`src/rtl/systolic_feeder.sv`:
```
// Edge feeder for an NxN output-stationary MAC array: buffers one A and one B tile,
// then streams them diagonally skewed and zero-padded onto the west/north edges.
module systolic_feeder #(
  parameter int N          = 4,
  parameter int DATA_WIDTH = 8,
  parameter int K_MAX      = 8,
  localparam int LANE_W    = (N > 1) ? $clog2(N) : 1,
  localparam int K_W       = (K_MAX > 1) ? $clog2(K_MAX) : 1,
  localparam int KL_W      = $clog2(K_MAX + 1),
  localparam int T_W       = $clog2(K_MAX + N)
) (
  input  logic                      clk,
  input  logic                      reset,
  input  logic                      wr_en,
  input  logic                      wr_sel,
  input  logic [LANE_W-1:0]         wr_lane,
  input  logic [K_W-1:0]            wr_k,
  input  logic [DATA_WIDTH-1:0]     wr_data,
  input  logic [KL_W-1:0]           k_len,
  input  logic                      start,
  output logic [N*DATA_WIDTH-1:0]   a_edge,
  output logic [N*DATA_WIDTH-1:0]   b_edge,
  output logic                      busy,
  output logic                      done
);

  // state  | meaning
  // IDLE   | waiting for start, buffers writable
  // STREAM | step counter t walks 0 .. kl+N-2, edges carry skewed operands
  // DRAIN  | N cycles of zero edges, t counts down N-1 .. 0
  // NULL   | one dead cycle for a kl=0 start so done lands after edge 1
  // DONE   | done pulse, buffers writable, start ignored
  typedef enum logic [2:0] {
    S_IDLE, S_STREAM, S_DRAIN, S_NULL, S_DONE
  } state_t;

  state_t                    state_q, state_d;
  logic [T_W-1:0]            t_q, t_d;
  logic [KL_W-1:0]           kl_q, kl_d;
  logic [N*DATA_WIDTH-1:0]   a_edge_q, a_edge_d;
  logic [N*DATA_WIDTH-1:0]   b_edge_q, b_edge_d;
  logic                      busy_q, busy_d;
  logic                      done_q, done_d;

  logic [DATA_WIDTH-1:0]     a_mem_q [N][K_MAX];
  logic [DATA_WIDTH-1:0]     a_mem_d [N][K_MAX];
  logic [DATA_WIDTH-1:0]     b_mem_q [K_MAX][N];
  logic [DATA_WIDTH-1:0]     b_mem_d [K_MAX][N];

  logic [KL_W-1:0]           kl_in;
  logic [T_W-1:0]            t_last;
  logic                      wr_ok;
  int                        d;

  assign kl_in  = (int'(k_len) > K_MAX) ? KL_W'(K_MAX) : k_len;
  assign t_last = T_W'(int'(kl_q) + N - 2);
  assign wr_ok  = wr_en && (state_q == S_IDLE || state_q == S_DONE) && (int'(wr_k) < K_MAX);

  always_comb begin
    // Edge values are computed from the post-write buffer so a write colliding
    // with start is already visible in step 0.
    a_mem_d = a_mem_q;
    b_mem_d = b_mem_q;
    if (wr_ok) begin
      if (wr_sel) b_mem_d[wr_k][wr_lane] = wr_data;
      else        a_mem_d[wr_lane][wr_k] = wr_data;
    end

    state_d = state_q;
    t_d     = t_q;
    kl_d    = kl_q;
    case (state_q)
      S_IDLE: begin
        if (start) begin
          kl_d    = kl_in;
          t_d     = '0;
          state_d = (kl_in == '0) ? S_NULL : S_STREAM;
        end
      end
      S_STREAM: begin
        if (t_q == t_last) begin
          state_d = S_DRAIN;
          t_d     = T_W'(N - 1);
        end else begin
          t_d = t_q + T_W'(1);
        end
      end
      S_DRAIN: begin
        if (t_q == '0) state_d = S_DONE;
        else           t_d = t_q - T_W'(1);
      end
      S_NULL:  state_d = S_DONE;
      S_DONE: begin
        state_d = S_IDLE;
        t_d     = '0;
      end
      default: state_d = S_IDLE;
    endcase

    a_edge_d = '0;
    b_edge_d = '0;
    d        = 0;
    if (state_d == S_STREAM) begin
      for (int i = 0; i < N; i++) begin
        d = int'(t_d) - i;
        if (d >= 0 && d < int'(kl_d)) begin
          a_edge_d[i*DATA_WIDTH +: DATA_WIDTH] = a_mem_d[LANE_W'(i)][K_W'(d)];
          b_edge_d[i*DATA_WIDTH +: DATA_WIDTH] = b_mem_d[K_W'(d)][LANE_W'(i)];
        end
      end
    end

    busy_d = (state_d == S_STREAM) || (state_d == S_DRAIN);
    done_d = (state_d == S_DONE);
  end

  always_ff @(posedge clk or posedge reset) begin
    if (reset) begin
      state_q  <= S_IDLE;
      t_q      <= '0;
      kl_q     <= '0;
      a_edge_q <= '0;
      b_edge_q <= '0;
      busy_q   <= 1'b0;
      done_q   <= 1'b0;
    end else begin
      state_q  <= state_d;
      t_q      <= t_d;
      kl_q     <= kl_d;
      a_edge_q <= a_edge_d;
      b_edge_q <= b_edge_d;
      busy_q   <= busy_d;
      done_q   <= done_d;
    end
  end

  // Tile buffers survive reset so a reset run can be replayed.
  always_ff @(posedge clk) begin
    a_mem_q <= a_mem_d;
    b_mem_q <= b_mem_d;
  end

  assign a_edge = a_edge_q;
  assign b_edge = b_edge_q;
  assign busy   = busy_q;
  assign done   = done_q;

endmodule

```
`config.mk`:
```
export PLATFORM = sky130hd
export DESIGN_NAME = systolic_feeder
export DESIGN_NICKNAME = d
export VERILOG_FILES = /design/src/rtl/systolic_feeder.sv
export SDC_FILE = /design/constraint.sdc
export NUM_CORES = 1
export LEC_CHECK = 0
export ABC_AREA = 1
export CAP_MARGIN = 10
export CORE_UTILIZATION = 45
export CTS_CLUSTER_SIZE = 8
export DETAILED_ROUTE_END_ITERATION = 6
export HOLD_SLACK_MARGIN = 0.02
export PLACE_DENSITY = 0.75
export SYNTH_ARGS = -nofsm -noshare
export SYNTH_HDL_FRONTEND = slang
export SYNTH_SLANG_ARGS = --single-unit
export TNS_END_PERCENT = 50
```
`constraint.sdc`:
```
create_clock -name clk -period 4.4 [get_ports clk]
set_input_delay 0.88 -clock clk [delete_from_list [all_inputs] [get_ports clk]]
set_output_delay 0.88 -clock clk [all_outputs]
set_load 0.02 [all_outputs]
```
==> impl_metrics.toml, run 1 <==
[sta]
max_slew_margin_pct = 23.3
finalSetupViolations = 0
maxSlewViolCount = 0
fin_skew_ns = 0.0138
tightestPinTransition_ns = 1.15
worst_slack_ns = 1.03
hold_violations = 0
fin_crit_ns = 3.37
fin_crit_sh_pct = 76.7
fmax_mhz = 296
rsz0062_at_grt = "false"
finalSetupTns_ns = 0

[critical_path]
crit_path_start = "t_q[0]"
path_cells = "inv_1 -> ha_1 -> nand2_1 -> nor2_1 -> nand2_1 -> nand3_1 -> nand2_2 -> nand3_4 -> inv_2 -> ha_1 -> inv_1 -> nand3_1 -> nand2_1 -> buf_4 -> ha_1 -> nand2_1 -> inv_1 -> nand2_1 -> nand2_1 -> nand2_1 -> nand3_2 -> nor2_1"
rr_worst_depth = 22
path_delay_family = "simple AND/OR/NAND/NOR gates"
r2r_setup_slack_ns = 1.03
critical_path_arrival_ns = 3.82
cp_common_cell = "nand2_1"
critPathMaxFanout = 17
r2r_start = "t_q[0]"
critPathSlowestCell = "dfrtp_1"
path_depth = 22
worst-setup-path-type = "flop to flop"
worstPathRequired_ns = 4.85
r2r-end = "a_edge[12]"
crit_path_start_kind = "flop"
crit_path_end = "a_edge[12]"
end_kind = "flop"
critical-path-max-stage-delay_ns = 0.43
path_buf_inv = 5

[floorplanning]
io_pins = 88
die_area_um2 = 34100
die_y_um = 185
die-width_um = 185
coreArea_um2 = 32700
start_util_pct = 46.0
row_count = 66

[drt]
drtIter0Drc = 1466
vias_per_cell = 5.08
first_pass_iters = 7
ant_nets = 0
route.vias.total = 13954
wire_per_inst_um = 15.2
postRouteWirelength_mm = 41.7
drc_errors = 0

[power]
switchingPower_mw = 7.37
swShare_pct = 48.4
intPower_mw = 7.87
p_per_area_nw_per_um2 = 906
seqPwrFrac_pct = 23.6
comb_power_share_pct = 56.9
p_leak_nw = 9.06
clock_power_share_pct = 19.5
vdd_drop_max_mv = 1.12

[clock_network]
cts-buffers-inserted = 43
clk_latency_ns = 0.55
cts_tree = "built"
cts_root_buf = "clkbuf_16"
ctsHoldBuffers = 0
cts_resized = 0
htreeDepth = 2
clk_path_buf_depth = 3
clk_pin_slew_worst_paths_ns = 0.05
post_cts_buffers = 0
clock_sinks = 301

[layout]
postLayoutCoreUtil_pct = 51.4
final_common_cell = "nand2_1"
layout_common_cells = "640 x nand2_1, 521 x inv_1, 296 x nand3_1"
finalNetCount = 2322
syn_to_final_growth_pct = 11.9
drive_above_1_share_pct = 4.43

[worst_hold_path]
hold_path.class = "flop to flop"

[grt]
grt_pass1_wl_mm = 67.2
antenna_found_initial = 4
grt_pass1_vias = 13099
grt_usage_pct = 24.9
overflow = 0
grt_max_degree = 99

[place]
dpl.hpwl_mm = 26.4
gp_congestion = 0.887
place_ws_ns = 0.653
io_buffers = 55

[logic_synthesis]
syn_avg_cell_area_um2 = 6.56
synthesis.area_um2 = 15000
synth_cell_type_count = 33
yosysSeqAreaShare_pct = 41.6
synthCells = 2289
ys_ff_latch = 301
ys_warn_count = 0

[flow_run]
maxCapViolCount = 0

[status]
status = "complete, no violations"
## through the flow
stage	power (mW)	hold slack (ns)	std cells	cell area, µm²
after floorplan	10.0	0.416	2320	15100
after global placement	12.0	0.427	2687	15600
after detailed placement	12.2	0.439	2687	15600
after CTS	15.2	0.450	2747	16800
after global routing	16.4	0.480	2747	16800
final	15.2	0.452	2749	16800
## kinds of logic (layout without fill, tap and decap cells)
group,after synthesis,in the layout,share of synthesized area [%]
AND/OR/NAND/NOR,1109,1109,32.4
buffers and inverters,690,675,19.0
flip-flops,301,301,41.6
AO/OA/AOI/OAI,173,173,5.91
adder cells (fa/ha/maj),10,10,0.833
XOR/XNOR,5,5,0.291
other,1,34,0.0250
## per-layer routing
layer  wire length, µm  part of all wire, %  GRT usage (%)  up-vias
li1                  -                    -              -     6907
met1             17500                   42           32.7     6350
met2             19100                   46           40.2      590
met3              3720                  8.9           4.60      103
met4              1330                  3.2           10.1        4
met5                28                0.067              0        -
## final cells by class
class	instances	area [µm²]
clock buffer	57	1140
multi-input combinational	1329	6060
timing repair buffer	85	776
sequential	301	6250
inverter	530	1990
tap	442	553
clock inverter	3	48.8
antenna	2	5.00
fill	3185	15900
## cells in the mapped netlist
| cell | n | share of area [%] |
|---|---|---|
| a21boi_2 | 1 | 0.075 |
| a21o_1 | 1 | 0.050 |
| a21oi_1 | 4 | 0.13 |
| buf_1 | 3 | 0.075 |
| buf_2 | 34 | 1.1 |
| buf_4 | 36 | 1.8 |
| buf_6 | 11 | 0.82 |
| clkbuf_1 | 76 | 1.9 |
| conb_1 | 1 | 0.025 |
| dfrtp_1 | 45 | 7.5 |
| dfxtp_1 | 256 | 34 |
| ha_1 | 10 | 0.83 |
| inv_1 | 522 | 13 |
| inv_2 | 8 | 0.20 |
| nand2_1 | 640 | 16 |
| nand2_2 | 2 | 0.083 |
| nand3_1 | 296 | 9.9 |
| nand3_2 | 2 | 0.13 |
| nand3_4 | 1 | 0.12 |
| nand3b_1 | 1 | 0.050 |
| nand4_1 | 98 | 4.1 |
| nand4_2 | 1 | 0.083 |
| nor2_1 | 59 | 1.5 |
| nor2_2 | 2 | 0.083 |
| nor3_4 | 2 | 0.22 |
| nor4_1 | 1 | 0.042 |
| o21ai_0 | 163 | 5.4 |
| o21ai_1 | 1 | 0.033 |
| o21ai_4 | 1 | 0.11 |
| o22ai_1 | 2 | 0.083 |
| or2_2 | 4 | 0.17 |
| xnor2_1 | 1 | 0.058 |
| xor2_1 | 4 | 0.23 |
## power by group through the flow
stage / sequential (mW) / clock [mW] / combinational (mW)
final: 3.59 / 2.98 / 8.68
after detailed placement: 3.64 / 0 / 8.52
after global placement: 3.62 / 0 / 8.37
after global routing: 3.64 / 3.13 / 9.63
after floorplan: 3.73 / 0 / 6.27
after CTS: 3.60 / 3.01 / 8.56
## tightest hold or removal path, delay by kind of cell (launching register included)
family        cells  cell delay (ns)
simple gates      2             0.11
flops             1             0.31
## registers in the layout, summed over array words and instances (netlist names)
register / flops
a_mem_q: 128
b_mem_q: 128
a_edge: 16
b_edge: 16
kl_q: 4
t_q: 4
state_q: 3
busy: 1
done: 1
## worst min-delay path by stage
stage,to,cells past startpoint,slack (ns),startpoint
after floorplan,a_mem_q[207],2,0.42,a_mem_q[207]
after global placement,a_mem_q[239],2,0.43,a_mem_q[239]
after detailed placement,a_mem_q[223],2,0.44,a_mem_q[223]
after CTS,a_mem_q[255],2,0.45,a_mem_q[255]
after global routing,a_mem_q[207],2,0.48,a_mem_q[207]
final,a_mem_q[223],2,0.45,a_mem_q[223]
Power figures use the tool's default switching activity.
==> inputs of run 2 (changes only) <==
- PLACE_DENSITY: 0.75 -> 0.77
- clock period: 4.4 -> 2.75 ns (I/O delays scaled with it)
==> impl_metrics.toml, run 2 (synthesis results as in run 1) <==
[status]
status = "complete, no violations"

[critical_path]
critPathMaxFanout = 16
worst-setup-path-type = "flop to flop"
critical-path-max-stage-delay_ns = 0.45
path_cells = "inv_4 -> ha_4 -> nand2_2 -> nor2_4 -> nand2_2 -> nand3_4 -> nand2_2 -> nand3_4 -> inv_4 -> ha_4 -> inv_2 -> nand3_2 -> nand2_2 -> ha_4 -> nand2_1 -> inv_1 -> nand2_1 -> nand2_1 -> nand2_1 -> nand3_2 -> buf_12 -> nor2_1"
crit_path_start_kind = "flop"
worstPathRequired_ns = 3.21
critical_path_arrival_ns = 3.10
path_buf_inv = 5
critPathSlowestCell = "dfrtp_2"
path_delay_family = "simple AND/OR/NAND/NOR gates"
end_kind = "flop"

[power]
switchingPower_mw = 12.4
comb_power_share_pct = 60.5
seqPwrFrac_pct = 21.6
intPower_mw = 14.3
vdd_drop_max_mv = 1.21
p_leak_nw = 9.77
p_total_mw = 26.7
swShare_pct = 46.5
clock_power_share_pct = 17.9
p_per_area_nw_per_um2 = 1470

[sta]
rsz0062_at_grt = "true"
maxSlewViolCount = 0
fin_crit_ns = 2.63
max_slew_margin_pct = 62.0
hold_violations = 0
tightestPinTransition_ns = 0.571
fin_crit_sh_pct = 95.7
fmax_mhz = 380
finalSetupViolations = 0
fin_hold_ws_ns = 0.264
fin_skew_ns = 0.0183

[drt]
ant_nets = 0
first_pass_iters = 5
postRouteWirelength_mm = 44.0
route.vias.total = 14587
wl_met3_mm = 4.02
vias_per_cell = 5.10
drc_errors = 0
met1Wirelength_mm = 18.0
top_layer_used = "met4"
met2WireLength_mm = 19.8
drtIter0Drc = 1186
wire_per_inst_um = 15.4

[clock_network]
clk_pin_slew_worst_paths_ns = 0.05
cts_root_buf = "clkbuf_16"
cts-buffers-inserted = 43
clock_sinks = 301
clk_latency_ns = 0.54
htreeDepth = 2
cts_tree = "built"
clk_path_buf_depth = 3

[floorplanning]
row_count = 66
die-width_um = 185
die_y_um = 185
io_pins = 88
die_area_um2 = 34100
start_util_pct = 46.0
coreArea_um2 = 32700

[grt]
grt_pass1_wl_mm = 71.1
antenna_found_initial = 0
grt_pass1_vias = 13969
overflow = 0
grt_max_degree = 99
grt_usage_pct = 26.4

[place]
io_buffers = 55
post-place-cells = 2794
gp_congestion = 0.930
dpl.hpwl_mm = 28.0

[layout]
regArea_um2 = 6260
final_common_cell = "nand2_1"
multi_input_area_um2 = 6210
finalNetCount = 2438
layout_common_cells = "632 x nand2_1, 515 x inv_1, 294 x nand3_1"
finalNonFillerCells = 2863
drive_above_1_share_pct = 10.5
syn_to_final_growth_pct = 20.8
nFillCells = 3067
n_antenna_cell = 0
top_regs = "a_mem_q: 128 flops, b_mem_q: 128 flops"

[worst_hold_path]
hold_path.class = "primary input to async pin"

[flow_run]
maxCapViolCount = 0
## run 2: metal layers
metal	GRT usage, %	vias to the layer above
met5	0	-
met2	43.5	677
met3	5.49	141
met4	13.8	0
met1	32.4	6620
li1	-	7149
## run 2: through the flow
step                      setup TNS (ns)  worst slack [ns]  utilization, %  area (µm²)
after floorplan                   -0.918           -0.0918               -       15300
after global placement             -1.97            -0.127            51.5       16800
after detailed placement           -3.50            -0.200            51.5       16800
after CTS                              0            0.0184            55.1       18000
after global routing              -0.516           -0.0464            55.5       18200
final                                  0             0.119            55.5       18200
## run 2: layout make-up
type	instances	share of cell area [%]
Sequential cell	301	34.5
Multi-Input combinational cell	1329	34.2
Inverter	530	11.0
Timing Repair Buffer	201	10.7
Clock buffer	58	6.41
Tap cell	442	3.05
Clock inverter	2	0.138
## run 2: power groups by stage
stage / Clock (mW) / Combinational (mW) / Sequential (mW)
global route: 5.02 / 17.7 / 5.84
detailed placement: 0 / 15.5 / 5.83
floorplan: 0 / 10.6 / 5.98
finish: 4.78 / 16.1 / 5.76
global placement: 0 / 15.2 / 5.80
CTS: 4.82 / 15.6 / 5.75
## run 2: what timing repair did
action / 4_1_cts / 5_1_grt
setup endpoints to repair: 16 / 18
pin swaps: 0 / 5
hold endpoints to repair: 0 / 0
setup buffers: 0 / 9
resized for setup: 3 / 21
hold buffers: 0 / 0
## run 2: final timing paths
| check | startpoint | endpoint | slack (ns) | depth (start not counted) |
|---|---|---|---|---|
| setup reg to reg | t_q[1] | b_edge[9] | 0.12 | 22 |
| min in group clk | a_mem_q[223] | a_mem_q[223] | 0.45 | 2 |
| hold / removal | reset | state_q[0] | 0.26 | 2 |
| setup / recovery | t_q[1] | b_edge[9] | 0.12 | 22 |
| max in group asynchronous | reset | t_q[1] | 1.90 | 3 |
| hold reg to reg | a_mem_q[223] | a_mem_q[223] | 0.45 | 2 |
